$ cat src/rtl/fetch_pc_unit_if.sv
// Instruction SRAM request/response channel between the fetch unit and the memory side.
interface fetch_pc_unit_if;
    localparam int unsigned XLEN = 32;

    logic            inst_req;
    logic [XLEN-1:0] inst_addr;
    logic            inst_addr_ok;
    logic            inst_data_ok;
    logic [XLEN-1:0] inst_rdata;

    modport master (
        output inst_req, inst_addr,
        input  inst_addr_ok, inst_data_ok, inst_rdata
    );

    modport slave (
        input  inst_req, inst_addr,
        output inst_addr_ok, inst_data_ok, inst_rdata
    );
endinterface

$ cat src/rtl/fetch_pc_unit.sv
// Fetch stage plus IF/ID register: owns the PC, runs the SRAM handshake and applies
// decode-stage redirects with MIPS delay-slot semantics.
module fetch_pc_unit #(
    parameter logic [31:0] RESET_PC = 32'hBFC0_0000
) (
    input  logic                   clk,
    input  logic                   rst,
    input  logic                   stallD,
    input  logic                   flushD,
    input  logic                   pcsrcD,
    input  logic [31:0]            branch_targetD,
    input  logic                   jumpD,
    input  logic [31:0]            jump_targetD,
    input  logic                   excep_flush,
    input  logic [31:0]            excep_pc,
    fetch_pc_unit_if.master        inst,
    output logic [31:0]            pcF,
    output logic [31:0]            instrD,
    output logic [31:0]            pcD,
    output logic [31:0]            pcplus4D,
    output logic                   validD,
    output logic                   fetch_busy
);
    localparam int unsigned XLEN = 32;

    typedef enum logic [1:0] {REQ, WAIT, HOLD, DROP} state_t;

    state_t          state;
    logic [XLEN-1:0] hold_buf;
    logic [XLEN-1:0] pend_pc;
    logic            pend_valid;

    logic            advance;
    logic            redir_accept;
    logic [XLEN-1:0] redir_target;
    logic [XLEN-1:0] fetch_word;
    logic [XLEN-1:0] next_pc;

    // Delivery, redirect and next-PC selection for the current cycle.
    always_comb begin
        redir_accept = validD & ~stallD & (jumpD | pcsrcD);
        redir_target = jumpD ? jump_targetD : branch_targetD;
        advance      = ~excep_flush & ~stallD &
                       ((state == HOLD) | ((state == WAIT) & inst.inst_data_ok));
        fetch_word   = (state == HOLD) ? hold_buf : inst.inst_rdata;
        next_pc      = pcF + XLEN'(4);
        if (pend_valid) begin
            next_pc = pend_pc;
        end else if (redir_accept) begin
            next_pc = redir_target;
        end
        fetch_busy   = ~((state == HOLD) | ((state == WAIT) & inst.inst_data_ok));
    end

    assign inst.inst_req  = ~rst & (state == REQ);
    assign inst.inst_addr = pcF;

    always_ff @(posedge clk) begin
        if (rst) begin
            state      <= REQ;
            pcF        <= RESET_PC;
            pend_valid <= 1'b0;
            pend_pc    <= '0;
            hold_buf   <= '0;
            instrD     <= '0;
            pcD        <= '0;
            pcplus4D   <= '0;
            validD     <= 1'b0;
        end else if (excep_flush) begin
            pcF        <= excep_pc;
            pend_valid <= 1'b0;
            instrD     <= '0;
            validD     <= 1'b0;
            // A response already in flight must be swallowed before requesting again.
            case (state)
                REQ:  state <= inst.inst_addr_ok ? DROP : REQ;
                WAIT: state <= inst.inst_data_ok ? REQ : DROP;
                HOLD: state <= REQ;
                DROP: state <= inst.inst_data_ok ? REQ : DROP;
                default: state <= REQ;
            endcase
        end else begin
            case (state)
                REQ:  if (inst.inst_addr_ok) state <= WAIT;
                WAIT: if (inst.inst_data_ok) begin
                          if (stallD) begin
                              hold_buf <= inst.inst_rdata;
                              state    <= HOLD;
                          end else begin
                              state <= REQ;
                          end
                      end
                HOLD: if (!stallD) state <= REQ;
                DROP: if (inst.inst_data_ok) state <= REQ;
                default: state <= REQ;
            endcase

            // A redirect seen while the delay slot is still in flight waits in pend_pc.
            if (advance) begin
                pcF        <= next_pc;
                pend_valid <= 1'b0;
            end else if (redir_accept) begin
                pend_valid <= 1'b1;
                pend_pc    <= redir_target;
            end

            if (!stallD) begin
                if (advance && !flushD) begin
                    instrD   <= fetch_word;
                    pcD      <= pcF;
                    pcplus4D <= pcF + XLEN'(4);
                    validD   <= 1'b1;
                end else begin
                    instrD <= '0;
                    validD <= 1'b0;
                end
            end
        end
    end
endmodule
$ cat src/flat_wrapper.sv
// flat-port wrapper written by rule: the top's interface ports become plain ports
module fetch_pc_unit_flat 
#(
    parameter logic [31:0] RESET_PC = 32'hBFC0_0000
)
  (clk, rst, stallD, flushD, pcsrcD, branch_targetD, jumpD, jump_targetD, excep_flush, excep_pc, pcF, instrD, pcD, pcplus4D, validD, fetch_busy, inst_inst_req, inst_inst_addr, inst_inst_addr_ok, inst_inst_data_ok, inst_inst_rdata);
  fetch_pc_unit_if inst_i ();
  input  logic clk;
  input  logic rst;
  input  logic stallD;
  input  logic flushD;
  input  logic pcsrcD;
  input  logic [31:0] branch_targetD;
  input  logic jumpD;
  input  logic [31:0] jump_targetD;
  input  logic excep_flush;
  input  logic [31:0] excep_pc;
  output logic [31:0] pcF;
  output logic [31:0] instrD;
  output logic [31:0] pcD;
  output logic [31:0] pcplus4D;
  output logic validD;
  output logic fetch_busy;
  output wire logic [$bits(inst_i.inst_req)-1:0] inst_inst_req;
  output wire logic [$bits(inst_i.inst_addr)-1:0] inst_inst_addr;
  input wire logic [$bits(inst_i.inst_addr_ok)-1:0] inst_inst_addr_ok;
  input wire logic [$bits(inst_i.inst_data_ok)-1:0] inst_inst_data_ok;
  input wire logic [$bits(inst_i.inst_rdata)-1:0] inst_inst_rdata;
  assign inst_inst_req = inst_i.inst_req;
  assign inst_inst_addr = inst_i.inst_addr;
  assign inst_i.inst_addr_ok = inst_inst_addr_ok;
  assign inst_i.inst_data_ok = inst_inst_data_ok;
  assign inst_i.inst_rdata = inst_inst_rdata;
  fetch_pc_unit #(.RESET_PC(RESET_PC)) u_core (.clk(clk), .rst(rst), .stallD(stallD), .flushD(flushD), .pcsrcD(pcsrcD), .branch_targetD(branch_targetD), .jumpD(jumpD), .jump_targetD(jump_targetD), .excep_flush(excep_flush), .excep_pc(excep_pc), .inst(inst_i), .pcF(pcF), .instrD(instrD), .pcD(pcD), .pcplus4D(pcplus4D), .validD(validD), .fetch_busy(fetch_busy));
endmodule
$ cat config.mk
export PLATFORM = sky130hd
export DESIGN_NAME = fetch_pc_unit_flat
export DESIGN_NICKNAME = d
export VERILOG_FILES = /design/src/rtl/fetch_pc_unit_if.sv /design/src/rtl/fetch_pc_unit.sv /design/src/flat_wrapper.sv
export SDC_FILE = /design/constraint.sdc
export NUM_CORES = 1
export LEC_CHECK = 0
export CELL_PAD_IN_SITES_DETAIL_PLACEMENT = 2
export CELL_PAD_IN_SITES_GLOBAL_PLACEMENT = 2
export CORE_ASPECT_RATIO = 0.5
export CORE_UTILIZATION = 24
export DETAILED_ROUTE_END_ITERATION = 10
export PLACE_DENSITY_LB_ADDON = 0.12
export SYNTH_ARGS = -nofsm -noshare
export SYNTH_HDL_FRONTEND = slang
export SYNTH_SLANG_ARGS = --single-unit
$ cat constraint.sdc
create_clock -name clk -period 1.81 [get_ports clk]
set_input_delay 0.362 -clock clk [delete_from_list [all_inputs] [get_ports clk]]
set_output_delay 0.362 -clock clk [all_outputs]
set_load 0.02 [all_outputs]
-- Word level (Yosys, flattened, before mapping)
Index checks and enable logic that the tools add are counted.
- register bits: 196
- bits of input ports: 137
- output and inout port bits: 163
- $add $sub $neg: 1
- equality and inequality tests: 7
- mux-type cells: 18
- bitwise logic cells: 13
- reductions and logical operators: 11
- operators with widths (kind ; number):
    $mux 32 ; 7
    $add 32x3->32 const B ; 1
    $mux 2 ; 8
    $ne 3x3->1 const B ; 4
    $pmux 2 s4 ; 1
    $reduce_and 4->1 ; 2
    $and 1x1->1 ; 6
    $pmux 2 s3 ; 1
    $reduce_and 3->1 ; 2
    $not 1->1 ; 5
    $eq 2x2->1 const B ; 2
    $reduce_or 2->1 ; 2
    $reduce_or 3->1 ; 1
    $eq 2x1->1 const B ; 1
    $logic_not 2->1 ; 1
    $or 1x1->1 ; 2
    $reduce_bool 2->1 ; 1
    $logic_and 1x1->1 ; 1
    $logic_not 1->1 ; 1
    $mux 1 ; 1

-- Logic depth before layout (Yosys ltp)
Gate-level depths: netlist of the first run.
- word-level depth: 7
- mapped depth: 8
- mapped depth without buffers: 6

-- Worst setup path after synthesis of the first run
No wires, ideal clock.
- path type: reg-to-reg
- start point: register u_core.pcF[8], in the netlist u_core.inst.inst_addr[8]
- end point: register u_core.pcF[19], in the netlist u_core.inst.inst_addr[19]
- library setup time: 0.128 ns
- arrival time: 1.912 ns
- required time: 1.682 ns
- slack: -0.230 ns
- stages on the path, launching flop included: 8
- period minus slack after synthesis: 2.040 ns
- cells stage by stage: dfxtp_1 > clkbuf_2 > nand4_2 > or3_1 > buf_6 > o31a_1 > o311ai_1 > a21oi_1
- cells in the longest elaborated chain, start to end: 5
- ends and longest elaborated chain (element ; line ; text):
    start: declaration ; fetch_pc_unit.sv:17 ; output logic [31:0] pcF,
    start signal: assignment ; fetch_pc_unit.sv:70 ; pcF <= excep_pc;
    start signal: assignment ; fetch_pc_unit.sv:100 ; pcF <= next_pc;
    $add 32x3->32 ; fetch_pc_unit.sv:46 ; next_pc = pcF + XLEN'(4);
    $mux 32 ; fetch_pc_unit.sv:49 ; end else if (redir_accept) begin
    $mux 32 ; fetch_pc_unit.sv:47 ; if (pend_valid) begin
    $mux 32 ; fetch_pc_unit.sv:99 ; if (advance) begin
    $mux 32 ; fetch_pc_unit.sv:69 ; end else if (excep_flush) begin
No other way between the ends. The select of a mux whose other input is x is not followed.
A chain may end at the register's enable or synchronous reset.

-- Worst setup path in the final report of the first run
- start point: register u_core.state[1]
- end point: register u_core.pcF[18], in the netlist u_core.inst.inst_addr[18]
- cells in the longest elaborated chain, start to end: 5
- elaborated cells between the ends (all ways): 6
- classes of those cells: eq/ne (2); bitwise (3); reduce/logical (1)
- ends and longest elaborated chain (element ; line ; text):
    start: declaration ; fetch_pc_unit.sv:28 ; state_t state;
    start signal: assignment ; fetch_pc_unit.sv:76 ; REQ: state <= inst.inst_addr_ok ? DROP : REQ;
    start signal: assignment ; fetch_pc_unit.sv:77 ; WAIT: state <= inst.inst_data_ok ? REQ : DROP;
    start signal: assignment ; fetch_pc_unit.sv:79 ; DROP: state <= inst.inst_data_ok ? REQ : DROP;
    $eq 2x1->1 ; fetch_pc_unit.sv:44 ; ((state == HOLD) | ((state == WAIT) & inst.inst_data_ok));
    $and 1x1->1 ; fetch_pc_unit.sv:44 ;
    $or 1x1->1 (*) ; fetch_pc_unit.sv:44 ;
    $and 1x1->1 (*) ; fetch_pc_unit.sv:43 ; advance = ~excep_flush & ~stallD &
    $reduce_bool 2->1 (no source line) (*) ; n/a ;
Every way passes the cells marked *; elsewhere a longest branch is shown, timed or not.

==> metrics.cfg, run 1 <==
[status]
status = finished, violations left
failed_checks = setup timing

[timing]
finalWorstPathRequiredPeriod_ns = 2.03
max_freq_mhz = 491
finClkSkew_ns = 0.0143
final_hold_viol_count = 0
fin_ws_ns = -0.225
fin_crit_sh_pct = 112
slew_headroom_pct = 64.8
hold_slack_ns = 0.274
worst_pin_slew_ns = 0.527
final-max-slew-violation-count = 0
rsz0062_at_grt = yes
setup_viol = 147

[grt]
grt_pass1_vias = 11800
grt-ovfl-total = 0
grt_pass1_wl_um = 71400
grt_max_degree = 90
antenna_found_initial = 1
grt_util_all_layers_pct = 23.7

[logic_synthesis]
ys_ff_latch = 194
synthSimpleGateAreaFrac_pct = 20.6
synthFlopType = dfxtp_1
synth_warnings = 0
synth_fa_ha_area_share_pct = 0.133
synthMuxAreaShare_pct = 7.46
seq_area_frac_synth_pct = 41.3
synth_cell_type_count = 67
synth_top_area_share_pct = 41.3
async_flop_share_pct = 0
synthCells = 1164
synth.largest_area_cell = dfxtp_1
syn_avg_cell_area_um2 = 8.08
synth_xor_area_share_pct = 1.77
syn_nets = 1302
synth_area_um2 = 9410
synth_area_leaders = dfxtp_1 41%, mux2i_1 7.3%, a21oi_1 7.1%, nand2_1 7.0%, nor2_1 5.9%
synth_top_family_by_area = compound AO/OA/AOI/OAI gates
synth_compound_area_share_pct = 20.8
synth-edff-count = 0

[route]
wl_um = 49000
via_count = 10500
drt_iter0_drc = 434
drtPass1Iterations = 4
wl_per_cell_um = 23.4
drcViolationCount = 0
viasPerCell = 5.02
antenna_left = 0

[floorplan]
initial_core_util_pct = 24.8
die_x_um = 282
core_area_um2 = 38000
die_y_um = 142
ioPinCount = 300
die_area_um2 = 40000
rows = 50

[clock_tree]
insertion_delay_ns = 0.46
cts_tree = yes
clockBufferDepth = 2
cts_htree_levels = 4
clkSinkCount = 194
clkTransAtPathRegs_ns = 0.08
numCtsBuffers = 17
cts-root-buf = clkbuf_16
cts_hold_buf = 0

[setup_path]
criticalPathCategory = register to register
cp-end-kind = register
crit_arrival_ns = 2.41
rr_startpoint = u_core.state[1]
rr_endpoint = u_core.inst.inst_addr[18]
cp-start-kind = register
r2r_cells = 9
crit_path_end = u_core.inst.inst_addr[18]
rrSetupSlack_ns = -0.22
worstSetupStartpoint = u_core.state[1]
cp.required_ns = 2.18
critPathMaxFanout = 4

[power]
leakagePower_nw = 7.01
peakVddDrop_mv = 0.369
powerDensity_nw_per_um2 = 646

[final_layout]
final_core_util_pct = 44.0
syn_to_final_growth_pct = 77.5
layout_commonest_cell = dfxtp_1
fin_nets = 1698
layout_common_cells = 175 x dfxtp_1, 153 x nand2_1, 142 x clkdlybuf4s50_1
layout-drive-gt1-share_pct = 32.7

[placement]
post-dp-hpwl_um = 32600
numPortBuffers = 299
place_congestion = 0.854

[worst_hold_path]
min_path_type = primary input to register

[job]
maxCapViolations = 0

## report_power, final
group | total, mW | switching (mW) | leakage (nW) | internal, mW
Sequential | 4.45 | 0.0919 | 1.58 | 4.36
Combinational | 2.17 | 1.17 | 5.13 | 0.999
Clock | 4.17 | 2.04 | 0.296 | 2.12
## metrics by stage
stage / cell area [um2] / setup WS (ns) / cells / power (mW) / TNS (ns)
5_1_grt: 16700 / -0.276 / 2094 / 11.2 / -22.54
3_3_place_gp: 13700 / -0.449 / 1999 / 6.42 / -65.01
4_1_cts: 16000 / -0.185 / 2079 / 10.8 / -10.57
2_1_floorplan: 9490 / -0.0322 / 1164 / 5.42 / -0.0328
6_report: 16700 / -0.225 / 2094 / 10.8 / -15.44
3_5_place_dp: 13700 / -0.537 / 1999 / 6.46 / -73.23
## how the worst min path moves through the flow
stage / startpoint / endpoint / depth (start not counted) / slack (ns)
2_1_floorplan: u_core.hold_buf[0] / u_core.hold_buf[0] / 2 / 0.44
3_3_place_gp: u_core.hold_buf[21] / u_core.hold_buf[21] / 2 / 0.44
3_5_place_dp: u_core.hold_buf[2] / u_core.hold_buf[2] / 2 / 0.45
4_1_cts: rst / u_core.pend_pc[27] / 3 / 0.36
5_1_grt: inst_inst_data_ok / u_core.state[0] / 3 / 0.31
6_report: inst_inst_data_ok / u_core.state[0] / 3 / 0.27
## critical path: stages (launching register included)
cell and delay (ns):
dfxtp_4 0.35, buf_4 0.13, and4bb_4 0.41, buf_4 0.14
buf_6 0.09, buf_6 0.10, nor3_1 0.06, a311o_1 0.35
a21o_1 0.18, a211oi_2 0.13
## layout make-up
class,instances,area (um2)
tap,520,651
inverter,16,60.1
fill,4045,21300
timing repair buffer,508,5330
clock inverter,14,161
antenna,1,2.50
clock buffer,18,439
multi-input combinational,823,6130
sequential,194,3930
## cell usage after synthesis, drive strengths merged (8+ instances only)
library cell  instances
a31oi                14
nand4                13
and4                  8
mux2i                69
o31ai                11
a21oi               134
xnor2                10
nand3                13
nor3                 33
nor4                  8
clkbuf               54
o211ai                8
buf                  77
inv                  16
nor2                147
dfxtp               194
xor2                  9
nand2               175
a211oi               50
or3                   8
o21ai                20
## metal layers
metal / track usage (%) / vias to the layer above / share of wire [%] / wire length, um
met5: 0 / - / 0 / 0
met4: 7.87 / 0 / 2.4 / 1170
met3: 3.04 / 60 / 2.6 / 1250
met2: 44.4 / 166 / 54 / 26200
met1: 27.7 / 5396 / 42 / 20400
li1: - / 4886 / - / -
## flip-flops by register name (all words and copies together) (netlist names), 2 cells and up
register and flops:
u_core.hold_buf 32, u_core.inst.inst_addr 32, u_core.instrD 32, u_core.pcD 32, u_core.pend_pc 32, u_core.pcplus4D 30, u_core.state 2
## logic make-up after synthesis
logic type / Yosys count
multiplexers: 70
flip-flops: 194
AND/OR/NAND/NOR: 431
adder cells (fa/ha/maj): 1
buffers and inverters: 147
AO/OA/AOI/OAI: 302
XOR/XNOR: 19
## repair_timing
item,CTS,global route
buffers inserted,33,19
hold endpoints to repair,0,0
pin swaps,153,76
setup endpoints to repair,236,187
gates resized for setup,406,177
gates cloned,17,9
Note: power is estimated with default switching activity, not from simulation.
==> run 2: changes to the inputs <==
--- a/config.mk
+++ b/config.mk
@@ -10,7 +10,8 @@
 export CORE_ASPECT_RATIO = 0.5
 export CORE_UTILIZATION = 24
 export DETAILED_ROUTE_END_ITERATION = 10
-export PLACE_DENSITY_LB_ADDON = 0.12
+export PLACE_DENSITY_LB_ADDON = 0.1
 export SYNTH_ARGS = -nofsm -noshare
 export SYNTH_HDL_FRONTEND = slang
 export SYNTH_SLANG_ARGS = --single-unit
+export TNS_END_PERCENT = 5
==> run 2 against run 1 <==
  * Cell count is 1.8% lower
  * Critical path depth shrank 5
  * Global-route usage decreased by 2.3 points
  * Largest cell class unchanged
  * The run still ends with setup timing left
  * Register-to-register slack better by 0.13 ns
==> metrics.cfg, run 2 (synthesized netlist as in run 1, its figures left out) <==
[timing]
worst_pin_slew_ns = 0.574  ; +0.0464 ns
max_freq_mhz = 525  ; +6.8%
finalWorstPathRequiredPeriod_ns = 1.91  ; -0.130 ns
fin_crit_sh_pct = 105  ; -7.2 points
rsz0062_at_grt = yes
slew_headroom_pct = 61.4  ; -3.4 points
fin_ws_ns = -0.0951  ; +0.130 ns
setup_tns_ns = -1.25  ; +14.19 ns
final-max-slew-violation-count = 0  ; unchanged
setup_viol = 42  ; -71%
finClkSkew_ns = 0.0178  ; +0.00351 ns
final_hold_viol_count = 0  ; unchanged

[job]
maxCapViolations = 0  ; unchanged

[final_layout]
layout_commonest_cell = dfxtp_1
antenna-diode-count = 0  ; -1
fin_area_um2 = 15000  ; -9.9%
layout_common_cells = 176 x dfxtp_1, 171 x nand2_1, 145 x clkdlybuf4s50_1
layout-drive-gt1-share_pct = 21.9  ; -11 points
fin_nets = 1663  ; -2.1%
syn_to_final_growth_pct = 59.9
fin_cells = 2057  ; -1.8%

[clock_tree]
cts-root-buf = clkbuf_16
cts_tree = yes
clockBufferDepth = 2  ; unchanged
numCtsBuffers = 17  ; unchanged
clkSinkCount = 194  ; unchanged
insertion_delay_ns = 0.47  ; about the same
clkTransAtPathRegs_ns = 0.08  ; about the same
cts_htree_levels = 4  ; unchanged

[route]
wl_per_cell_um = 21.1  ; -10%
antenna_left = 0  ; unchanged
wl_um = 43300  ; -12%
viasPerCell = 4.86  ; -3.2%
drcViolationCount = 0  ; unchanged
via_count = 9987  ; -5.0%
drt_iter0_drc = 379  ; -13%
drtPass1Iterations = 4  ; unchanged

[floorplan]
rows = 50  ; unchanged
die_area_um2 = 40000  ; unchanged
initial_core_util_pct = 24.8  ; unchanged
die_x_um = 282  ; unchanged
ioPinCount = 300  ; unchanged
core_area_um2 = 38000  ; unchanged
die_y_um = 142  ; unchanged

[status]
failed_checks = setup timing
status = finished, violations left

[setup_path]
cp-end-kind = register
r2r_cells = 4  ; -5
worstSetupStartpoint = u_core.state[0]
cp.required_ns = 2.16  ; -0.02 ns
cp-start-kind = register
critPathMaxFanout = 48  ; +44
crit_arrival_ns = 2.25  ; -0.16 ns
criticalPathCategory = register to register
rr_endpoint = u_core.pcplus4D[19]
rrSetupSlack_ns = -0.1  ; +0.13 ns
rr_startpoint = u_core.state[0]

[grt]
grt_pass1_wl_um = 64800  ; -9.2%
antenna_found_initial = 0  ; -1
grt_util_all_layers_pct = 21.4  ; -2.3 points
grt_max_degree = 91  ; +1.1%
grt-ovfl-total = 0  ; unchanged
grt_pass1_vias = 11100  ; -5.7%

[worst_hold_path]
hold_end = u_core.pend_pc[26]
min_path_cells = 3  ; unchanged
min_path_type = primary input to register
hold_start = rst

[placement]
dp_worst_setup_slack_ns = -0.521  ; +0.0165 ns
post-dp-hpwl_um = 32300  ; -0.99%
numPortBuffers = 299  ; unchanged
dpl_cell_area_um2 = 13900  ; +1.0%
post-place-cells = 2019  ; +1.0%
place_congestion = 0.856  ; +0.25%

[power]
powerDensity_nw_per_um2 = 684  ; +5.8%
total_power_mw = 10.3  ; -4.7%
leakagePower_nw = 6.76  ; -3.5%
peakVddDrop_mv = 0.525  ; +42%

## run 2: cell types whose count changed in the layout (fill, tap and decap cells not counted), sizes merged
cell           change
clkdlybuf4s50      +3
clkbuf             -8
inv                -2
buf               -30
clkinv             +2
diode              -1
dlymetal6s2s      +25
bufinv             -2
dlygate4sd2       -24
## run 2: where the power goes
part | switching (mW) | internal, mW | leakage [nW]
sequential | 0.0848 | 4.36 | 1.58
clock | 2.00 | 1.93 | 0.281
combinational | 1.02 | 0.887 | 4.90
## run 2: layer usage
metal	vias to the layer above	track usage (%)	part of all wire (%)
li1	4781	-	-
met1	5016	24.7	41
met2	152	40.6	53
met3	38	3.18	3.5
met4	0	6.44	1.9
met5	-	0	0
## run 2: cell type report
| type | count | area (um2) |
|---|---|---|
| multi-input combinational | 823 | 5250 |
| timing repair buffer | 473 | 4570 |
| sequential | 194 | 3930 |
| clock buffer | 19 | 464 |
| tap | 520 | 651 |
| inverter | 16 | 60.1 |
| clock inverter | 12 | 111 |
| fill | 4202 | 22900 |
## run 2: how the worst max path moves through the flow
stage | end | slack, ns | cells after the start
floorplan | u_core.inst.inst_addr[19] | -0.03 | 7
detailed placement | u_core.inst.inst_addr[23] | -0.52 | 8
global placement | u_core.pcplus4D[20] | -0.46 | 6
finish | u_core.pcplus4D[19] | -0.1 | 4
global route | u_core.pcplus4D[18] | -0.14 | 10
CTS | fetch_busy | -0.19 | 4
## run 2: worst max-delay path: stages, from the launching register on
cell,delay (ns)
dfxtp_2,0.36
nand2b_2,0.26
a2111o_2,0.55
buf_12,0.21
o31a_2,0.37
## run 2: per-stage QoR
step | hold slack [ns] | util (%)
finish | 0.267 | 39.6
floorplan | 0.436 | -
detailed placement | 0.453 | 36.5
global route | 0.268 | 39.6
CTS | 0.253 | 38.2
global placement | 0.441 | 36.5
## run 2: what timing repair did
action	CTS	global route
gates cloned	0	1
hold buffers	0	0
pin swaps	19	24
buffers inserted	3	3
endpoints found under the setup margin	225	203
resized for setup	157	131
==> run 3: changes to the inputs <==
--- a/config.mk
+++ b/config.mk
@@ -10,6 +10,8 @@
 export CORE_ASPECT_RATIO = 0.5
 export CORE_UTILIZATION = 24
 export DETAILED_ROUTE_END_ITERATION = 10
+export GPL_ROUTABILITY_DRIVEN = 0
+export MAX_ROUTING_LAYER = met4
 export PLACE_DENSITY_LB_ADDON = 0.1
 export SYNTH_ARGS = -nofsm -noshare
 export SYNTH_HDL_FRONTEND = slang
==> run 3 against run 2 <==
  * The run still ends with setup timing left
  * Critical endpoint unchanged
  * Register-to-register slack about the same
  * Largest power group unchanged
  * Via count grew 0.44%
  * Total power shrank 0.18%
  * Utilization decreased by 0.063 points
  * Highest routed layer unchanged
==> metrics.cfg, run 3 (synthesized netlist as in run 1, its figures left out) <==
[setup_path]
cp-end-kind = register
cp.required_ns = 2.15  ; about the same
rr_endpoint = u_core.pcplus4D[19]
slowest_delay_ns = 0.55  ; about the same
cp-start-kind = register
cp_cell_sequence = nand2b_2 > a2111o_2 > buf_12 > o31a_2
rr_startpoint = u_core.state[0]
worstSetupStartpoint = u_core.state[0]
crit_path_end = u_core.pcplus4D[19]
r2r_cells = 4  ; unchanged
cp.depth = 4  ; unchanged
crit_buf_inv = 1  ; unchanged
critPathMaxFanout = 48  ; unchanged
crit_slowest_cell = a2111o_2
crit_arrival_ns = 2.23  ; -0.02 ns
critPathTopFamily = compound AO/OA/AOI/OAI gates
rrSetupSlack_ns = -0.09  ; about the same
criticalPathCategory = register to register

[grt]
grt_util_all_layers_pct = 22.1  ; +0.65 points
grt_pass1_wl_um = 64900  ; +0.14%
grt_pass1_vias = 11100  ; -0.045%
antenna_found_initial = 0  ; unchanged
grt_max_degree = 91  ; unchanged
grt-ovfl-total = 0  ; unchanged

[placement]
dpl_cell_area_um2 = 13900  ; unchanged
numPortBuffers = 299  ; unchanged
post-dp-hpwl_um = 32300  ; unchanged

[route]
wl_um = 43400  ; +0.21%
via_count = 10000  ; +0.44%
dr.max_layer_used = met4
drcViolationCount = 0  ; unchanged
viasPerCell = 4.88  ; +0.49%
wl_per_cell_um = 21.1  ; +0.26%
antenna_left = 0  ; unchanged
met3_wirelength_um = 1270  ; -17%
m1WireLength_um = 18100  ; +1.0%
drt_iter0_drc = 397  ; +4.7%
met2RoutedLength_um = 23200  ; +0.69%
drtPass1Iterations = 4  ; unchanged

[floorplan]
die_area_um2 = 40000  ; unchanged
ioPinCount = 300  ; unchanged
die_y_um = 142  ; unchanged
rows = 50  ; unchanged
initial_core_util_pct = 24.8  ; unchanged
die_x_um = 282  ; unchanged
core_area_um2 = 38000  ; unchanged

[clock_tree]
numCtsBuffers = 17  ; unchanged
clockBufferDepth = 2  ; unchanged
cts-root-buf = clkbuf_16
cts_htree_levels = 4  ; unchanged
insertion_delay_ns = 0.46  ; about the same
clkSinkCount = 194  ; unchanged
clkTransAtPathRegs_ns = 0.08  ; about the same
cts_tree = yes

[timing]
hold_slack_ns = 0.281  ; +0.0145 ns
slew_headroom_pct = 62.6  ; +1.2 points
final_hold_viol_count = 0  ; unchanged
setup_tns_ns = -0.767  ; +0.482 ns
finalWorstPathRequiredPeriod_ns = 1.90  ; -0.0101 ns
fin_ws_ns = -0.0850  ; +0.0101 ns
fin_crit_sh_pct = 105  ; -0.56 points
worst_pin_slew_ns = 0.557  ; -0.0173 ns
finClkSkew_ns = 0.0126  ; -0.00518 ns
rsz0062_at_grt = yes
final-max-slew-violation-count = 0  ; unchanged
setup_viol = 33  ; -21%
max_freq_mhz = 528  ; +0.53%

[power]
powerDensity_nw_per_um2 = 684  ; about the same
peakVddDrop_mv = 0.526  ; +0.25%
total_power_mw = 10.3  ; -0.18%
leakagePower_nw = 6.74  ; -0.24%

[final_layout]
n_fill_cell = 4203  ; +0.024%
antenna-diode-count = 0  ; unchanged
fin_area_um2 = 15000  ; -0.16%
final_core_util_pct = 39.5  ; -0.063 points
layout-drive-gt1-share_pct = 21.7  ; -0.18 points
fin_nets = 1662  ; -0.060%
layout_common_cells = 176 x dfxtp_1, 171 x nand2_1, 146 x clkdlybuf4s50_1
syn_to_final_growth_pct = 59.6
layout_commonest_cell = dfxtp_1

[status]
failed_checks = setup timing
status = finished, violations left

[worst_hold_path]
hold_start = rst
min_path_type = primary input to register

[job]
maxCapViolations = 0  ; unchanged

run 3: tightest hold or removal path, cell delays in order:
cell and delay, ns:
buf_4 0.13, buf_12 0.15, a211oi_2 0.04
run 3: layout make-up:
class / instances / area [um2] / share of cell area, %
timing repair buffer: 472 / 4560 / 30.4
tap: 520 / 651 / 4.33
clock buffer: 19 / 464 / 3.09
inverter: 16 / 60.1 / 0.400
sequential: 194 / 3930 / 26.2
clock inverter: 12 / 111 / 0.742
multi-input combinational: 823 / 5240 / 34.9
run 3: worst min path at each step:
stage | to | slack [ns] | cells past startpoint
final | u_core.pend_pc[26] | 0.28 | 3
after CTS | u_core.validD | 0.25 | 3
after detailed placement | u_core.hold_buf[4] | 0.45 | 2
after global routing | u_core.pend_pc[26] | 0.27 | 3
after floorplan | u_core.hold_buf[0] | 0.44 | 2
after global placement | u_core.hold_buf[29] | 0.44 | 2
run 3: timing repair:
item,CTS,global route
pin swaps,19,25
endpoints found under the setup margin,225,202
hold buffers,0,0
cloned,0,1
buffers inserted,3,2
resized for setup,157,127
run 3: through the flow:
stage | setup WS, ns | std cells
after floorplan | -0.0322 | 1164
after global placement | -0.463 | 2019
after detailed placement | -0.521 | 2019
after CTS | -0.188 | 2053
after global routing | -0.144 | 2056
final | -0.0850 | 2056
run 3: metal layers:
layer,up-vias,global-route usage (%)
li1,4781,-
met1,5060,24.8
met2,148,40.6
met3,42,2.82
met4,0,6.95
met5,-,-
run 3: power by group:
part           switching [mW]  leakage, nW  internal (mW)
clock                    1.98        0.281           1.93
sequential             0.0838         1.58           4.36
combinational            1.02         4.88          0.884
total                    3.09         6.74           7.17
